`config.mk`:
```
export PLATFORM = sky130hd
export DESIGN_NAME = bf_pass_sequencer
export DESIGN_NICKNAME = d
export VERILOG_FILES = /design/src/rtl/bf_pass_sequencer.sv
export SDC_FILE = /design/constraint.sdc
export NUM_CORES = 1
export LEC_CHECK = 0
export BUFFER_PORTS_ARGS = -buffer_cell sky130_fd_sc_hd__buf_2
export CAP_MARGIN = 20
export CORE_AREA = 2 2 72 126
export DETAILED_ROUTE_END_ITERATION = 8
export DIE_AREA = 0 0 74 128
export GPL_TIMING_DRIVEN = 0
export PLACE_DENSITY = 0.79
export SLEW_MARGIN = 20
export SYNTH_ARGS = -nofsm -noshare
export SYNTH_HDL_FRONTEND = slang
export SYNTH_SLANG_ARGS = --single-unit
```
`constraint.sdc`:
```
create_clock -name clock -period 4.1 [get_ports clock]
set_clock_uncertainty 0.2 [all_clocks]
set_input_delay 0.615 -clock clock [delete_from_list [all_inputs] [get_ports clock]]
set_output_delay 0.615 -clock clock [all_outputs]
set_load 0.02 [all_outputs]
```
`src/rtl/bf_pass_sequencer.sv`:
```
// Pass/vertex sequencer for a Bellman-Ford relaxation engine: walks every vertex once
// per pass, stops early when a pass changes nothing, and flags a negative cycle on pass N.
module bf_pass_sequencer (
    input  logic        clock,
    input  logic        reset,
    input  logic        start,
    input  logic        abort,
    input  logic [12:0] num_vertices,
    input  logic [12:0] graph_base,
    output logic        relax_req,
    input  logic        relax_ack,
    input  logic        relax_updated,
    output logic [12:0] vtx,
    output logic [12:0] gm_addr,
    output logic        check_pass,
    output logic        busy,
    output logic        done,
    output logic        neg_cycle,
    output logic [12:0] pass_count
);

    typedef enum logic [1:0] {
        IDLE     = 2'd0,
        REQ      = 2'd1,
        PASS_END = 2'd2,
        DONE     = 2'd3
    } state_t;

    state_t      state, state_next;
    logic [12:0] n_q, n_next;
    logic [12:0] base_q, base_next;
    logic [12:0] vtx_q, vtx_next;
    logic [12:0] pass_q, pass_next;
    logic [12:0] count_q, count_next;
    logic        dirty_q, dirty_next;
    logic        neg_q, neg_next;

    // NOTE: every target gets a default before the case so no path leaves a latch behind.
    always_comb begin
        state_next = state;
        n_next     = n_q;
        base_next  = base_q;
        vtx_next   = vtx_q;
        pass_next  = pass_q;
        count_next = count_q;
        dirty_next = dirty_q;
        neg_next   = neg_q;

        if (abort) begin
            state_next = IDLE;
            vtx_next   = '0;
            pass_next  = '0;
            dirty_next = 1'b0;
            count_next = '0;
            neg_next   = 1'b0;
        end else begin
            unique case (state)
                IDLE: begin
                    if (start) begin
                        count_next = '0;
                        neg_next   = 1'b0;
                        if (num_vertices >= 13'd2) begin
                            n_next     = num_vertices;
                            base_next  = graph_base;
                            vtx_next   = '0;
                            pass_next  = 13'd1;
                            dirty_next = 1'b0;
                            state_next = REQ;
                        end else begin
                            state_next = DONE;
                        end
                    end
                end
                REQ: begin
                    if (relax_ack) begin
                        dirty_next = dirty_q | relax_updated;
                        if (vtx_q == n_q - 13'd1) begin
                            state_next = PASS_END;
                        end else begin
                            vtx_next = vtx_q + 13'd1;
                        end
                    end
                end
                PASS_END: begin
                    count_next = count_q + 13'd1;
                    if (!dirty_q) begin
                        neg_next   = 1'b0;
                        state_next = DONE;
                    end else if (pass_q == n_q) begin
                        neg_next   = 1'b1;
                        state_next = DONE;
                    end else begin
                        // Reaching pass N turns this into the check pass; check_pass decodes it.
                        pass_next  = pass_q + 13'd1;
                        vtx_next   = '0;
                        dirty_next = 1'b0;
                        state_next = REQ;
                    end
                end
                DONE: begin
                    state_next = IDLE;
                end
                default: begin
                    state_next = IDLE;
                end
            endcase
        end
    end

    always_ff @(posedge clock or negedge reset) begin
        if (!reset) begin
            state <= IDLE;
        end else begin
            state <= state_next;
        end
    end

    // NOTE: state registers use non-blocking assignments so every flop samples pre-edge values.
    always_ff @(posedge clock or negedge reset) begin
        if (!reset) begin
            n_q     <= '0;
            base_q  <= '0;
            vtx_q   <= '0;
            pass_q  <= '0;
            count_q <= '0;
            dirty_q <= 1'b0;
            neg_q   <= 1'b0;
        end else begin
            n_q     <= n_next;
            base_q  <= base_next;
            vtx_q   <= vtx_next;
            pass_q  <= pass_next;
            count_q <= count_next;
            dirty_q <= dirty_next;
            neg_q   <= neg_next;
        end
    end

    assign relax_req  = (state == REQ);
    assign busy       = (state != IDLE);
    assign done       = (state == DONE);
    assign check_pass = ((state == REQ) || (state == PASS_END)) && (pass_q == n_q);
    assign vtx        = vtx_q;
    assign gm_addr    = base_q + vtx_q;
    assign neg_cycle  = neg_q;
    assign pass_count = count_q;

endmodule

```
==> flow_summary.yaml <==
power_and_ir_drop:
  switching_share_pct: 38.9
  switching_power_mw: 1.26
  p_int_mw: 1.98
  p_leak_nw: 2.58
  pwr_density_cell_nw_per_um2: 571
  pwr-share-clk_pct: 26.3
  ir_worst_vdd_mv: 0.257
  power_frac_seq_pct: 30.1
  combPwrFrac_pct: 43.6
clock_tree:
  htree_levels: 3
  clk_pin_slew_ns: 0.06
  cts_tree: "built"
  post_cts_buffers: 0
  clock_latency_ns: 0.34
  clock_sinks: 69
  cts_inserted_buffers: 9
  ctsResizeCount: 0
  clk_path_buf_depth: 2
  clockRootBuffer: "clkbuf_16"
  cts_hold_buf: 0
yosys:
  ys.warnings.count: 0
  synth_adder_area_share_pct: 5.63
  ys_ff_latch: 69
  synth_top_family_by_area: "simple AND/OR/NAND/NOR gates"
  ys.flop_type: "dfrtp_1"
  synth_cell_types: 67
  synth_area_um2: 4800
  synthXorXnorAreaFrac_pct: 8.39
  synth_area_leaders: "dfrtp_1 36%, mux2_2 6.3%, ha_1 5.2%"
  synth_edf_count: 0
  seq_area_frac_synth_pct: 36.0
  synthArstFlopShare_pct: 100
  synth_common_cells: "69 x dfrtp_1, 48 x nand2_1, 29 x nand3_1"
  synth-simple-area-share_pct: 21.3
  synth_cells: 527
  muxShareOfSynthArea_pct: 7.09
  yosysMostFrequentCell: "dfrtp_1"
  avgSynthCellArea_um2: 9.11
  netlist.area_leader.share_pct: 36.0
  synth-compound-area-share_pct: 16.9
  synth_nets: 580
  synth_area_leader_cell: "dfrtp_1"
timing:
  fin_ws_ns: 0.363
  fin_tns_setup_ns: 0
  slew_violations: 0
  hold_viol: 1
  worstMarginPinSlew_ns: 0.885
  setup-violations-final: 0
  finalCritPeriodShare_pct: 91.2
  period_needed_ns: 3.74
  rsz0062_at_grt: "no"
  clock.fmax_mhz: 268
  relSlewSlack_pct: 40.5
  whs_ns: -0.00148
route:
  avgRoutedWirePerCell_um: 17.2
  vias_per_cell: 6.05
  drc: 0
  vias: 4446
  initialDrtViolationCount: 337
  first_pass_iters: 5
  final_antenna_net_count: 0
  wl_um: 12600
cells_and_area:
  final_util_pct: 66.6
  nNetsFinal: 666
  area_delta_synth_final_pct: 18.0
  drive_gt1_share_pct: 22.8
  fill_cells: 699
  num_antenna_cells: 0
global_route:
  grt_max_degree: 40
  grt_pass1_vias: 4353
  grt_pass1_wl_um: 20000
  overflow: 0
  grt_usage_pct: 27.6
  antenna_found_initial: 0
floorplan:
  io_pins: 76
  die_h_um: 128
  design.core.area_um2: 8500
  die_x_um: 74
  rows: 45
  initial_core_util_pct: 56.5
  die-area_um2: 9470
placed_design:
  pre_cts_slack_ns: 0.729
  numPortBuffers: 74
  hpwl_um: 9520
  place.gp.congestion: 0.939
worst_setup_path:
  required_ns: 3.28
  startpoint_type: "register"
  path_class: "register to primary output"
  critPathArrivalTime_ns: 2.92
  crit_fanout: 6
  setup.worst_path.end_class: "primary output"
worst_hold_path:
  hold_path.class: "input pin to asynchronous set/reset pin"
status:
  outcome: "complete, but fails checks"
  violations: "negative hold slack"
flow_run:
  maxCapViolCount: 0
[area by class of cell]
class / count / area [um^2] / area share [%]
Multi-Input combinational cell: 405 / 2850 / 50.2
Clock inverter: 4 / 70.1 / 1.24
Timing Repair Buffer: 75 / 393 / 6.93
Clock buffer: 12 / 256 / 4.53
Buffer: 30 / 140 / 2.47
Tap cell: 117 / 146 / 2.58
Inverter: 23 / 86.3 / 1.52
Sequential cell: 69 / 1730 / 30.5
[registers in the layout, summed over array words and instances, names as in the netlist]
signal and count:
base_q 13, n_q 13, pass_count 13, pass_q 13
vtx 13, state 2, dirty_q 1, neg_cycle 1
[cell families after synthesis]
group	Yosys count
mux	30
compound gates	117
fa+ha+maj	21
flops	69
buf+inv	53
simple gates	191
xor+xnor	46
[layout by cell type, fill, tap and decap left out, types with 7 or more instances in the layout]
master,instances
o21ai_0,23
a21oi_1,23
ha_1,20
nand2_1,48
nor4_1,9
clkbuf_16,9
clkbuf_1,21
nand4_1,10
a211oi_1,7
o211ai_1,8
a21o_1,7
nor2_1,24
inv_1,22
o31ai_1,9
or3_1,7
xor2_1,18
buf_2,77
mux2_2,27
xnor2_1,28
nor3_1,13
and3_1,10
a2111oi_0,7
nand3_1,29
dfrtp_1,69
[power by group through the flow]
stage | clock (mW) | combinational, mW | sequential, mW
finish | 0.850 | 1.41 | 0.973
global route | 0.895 | 1.55 | 0.987
CTS | 0.855 | 1.41 | 0.969
detailed placement | 0 | 1.40 | 0.979
global placement | 0 | 1.35 | 0.970
floorplan | 0 | 1.06 | 0.943
[final timing paths]
| kind | start | to | slack, ns | cells past startpoint |
|---|---|---|---|---|
| worst max-delay path | vtx[0] | gm_addr[12] | 0.36 | 11 |
| worst min-delay path | reset | pass_count[1] | -0.001 | 1 |
| max in group asynchronous | reset | n_q[1] | 3.15 | 2 |
| min in group clock | num_vertices[0] | n_q[0] | 0.31 | 2 |
| worst max register to register | n_q[0] | state[0] | 0.77 | 10 |
| worst min register to register | base_q[9] | base_q[9] | 0.31 | 1 |
[metal layers]
layer / part of all wire (%) / global-route usage [%]
met5: 0 / 0
met4: 4.3 / 15.6
met3: 3.4 / 4.87
met2: 55 / 50.4
met1: 38 / 28.4
[worst max-delay path, stage by stage (launching register included)]
cell and delay [ns]:
dfrtp_1 0.49, ha_1 0.28, inv_1 0.08, fa_1 0.20, nor2b_1 0.05, o21ai_0 0.21
a21oi_1 0.14, o211ai_1 0.28, a21oi_1 0.15, o31ai_1 0.36, xnor2_1 0.16, buf_2 0.18
[stage by stage]
stage	cell area, um^2	hold slack [ns]	total power, mW	cells
2_1_floorplan	4800	0.119	2.01	527
3_3_place_gp	5320	0.282	2.32	718
3_5_place_dp	5340	0.301	2.38	719
4_1_cts	5670	0.0193	3.23	735
5_1_grt	5670	0.0339	3.43	735
6_report	5670	-0.00148	3.23	735
(Power assumes the default switching activity.)
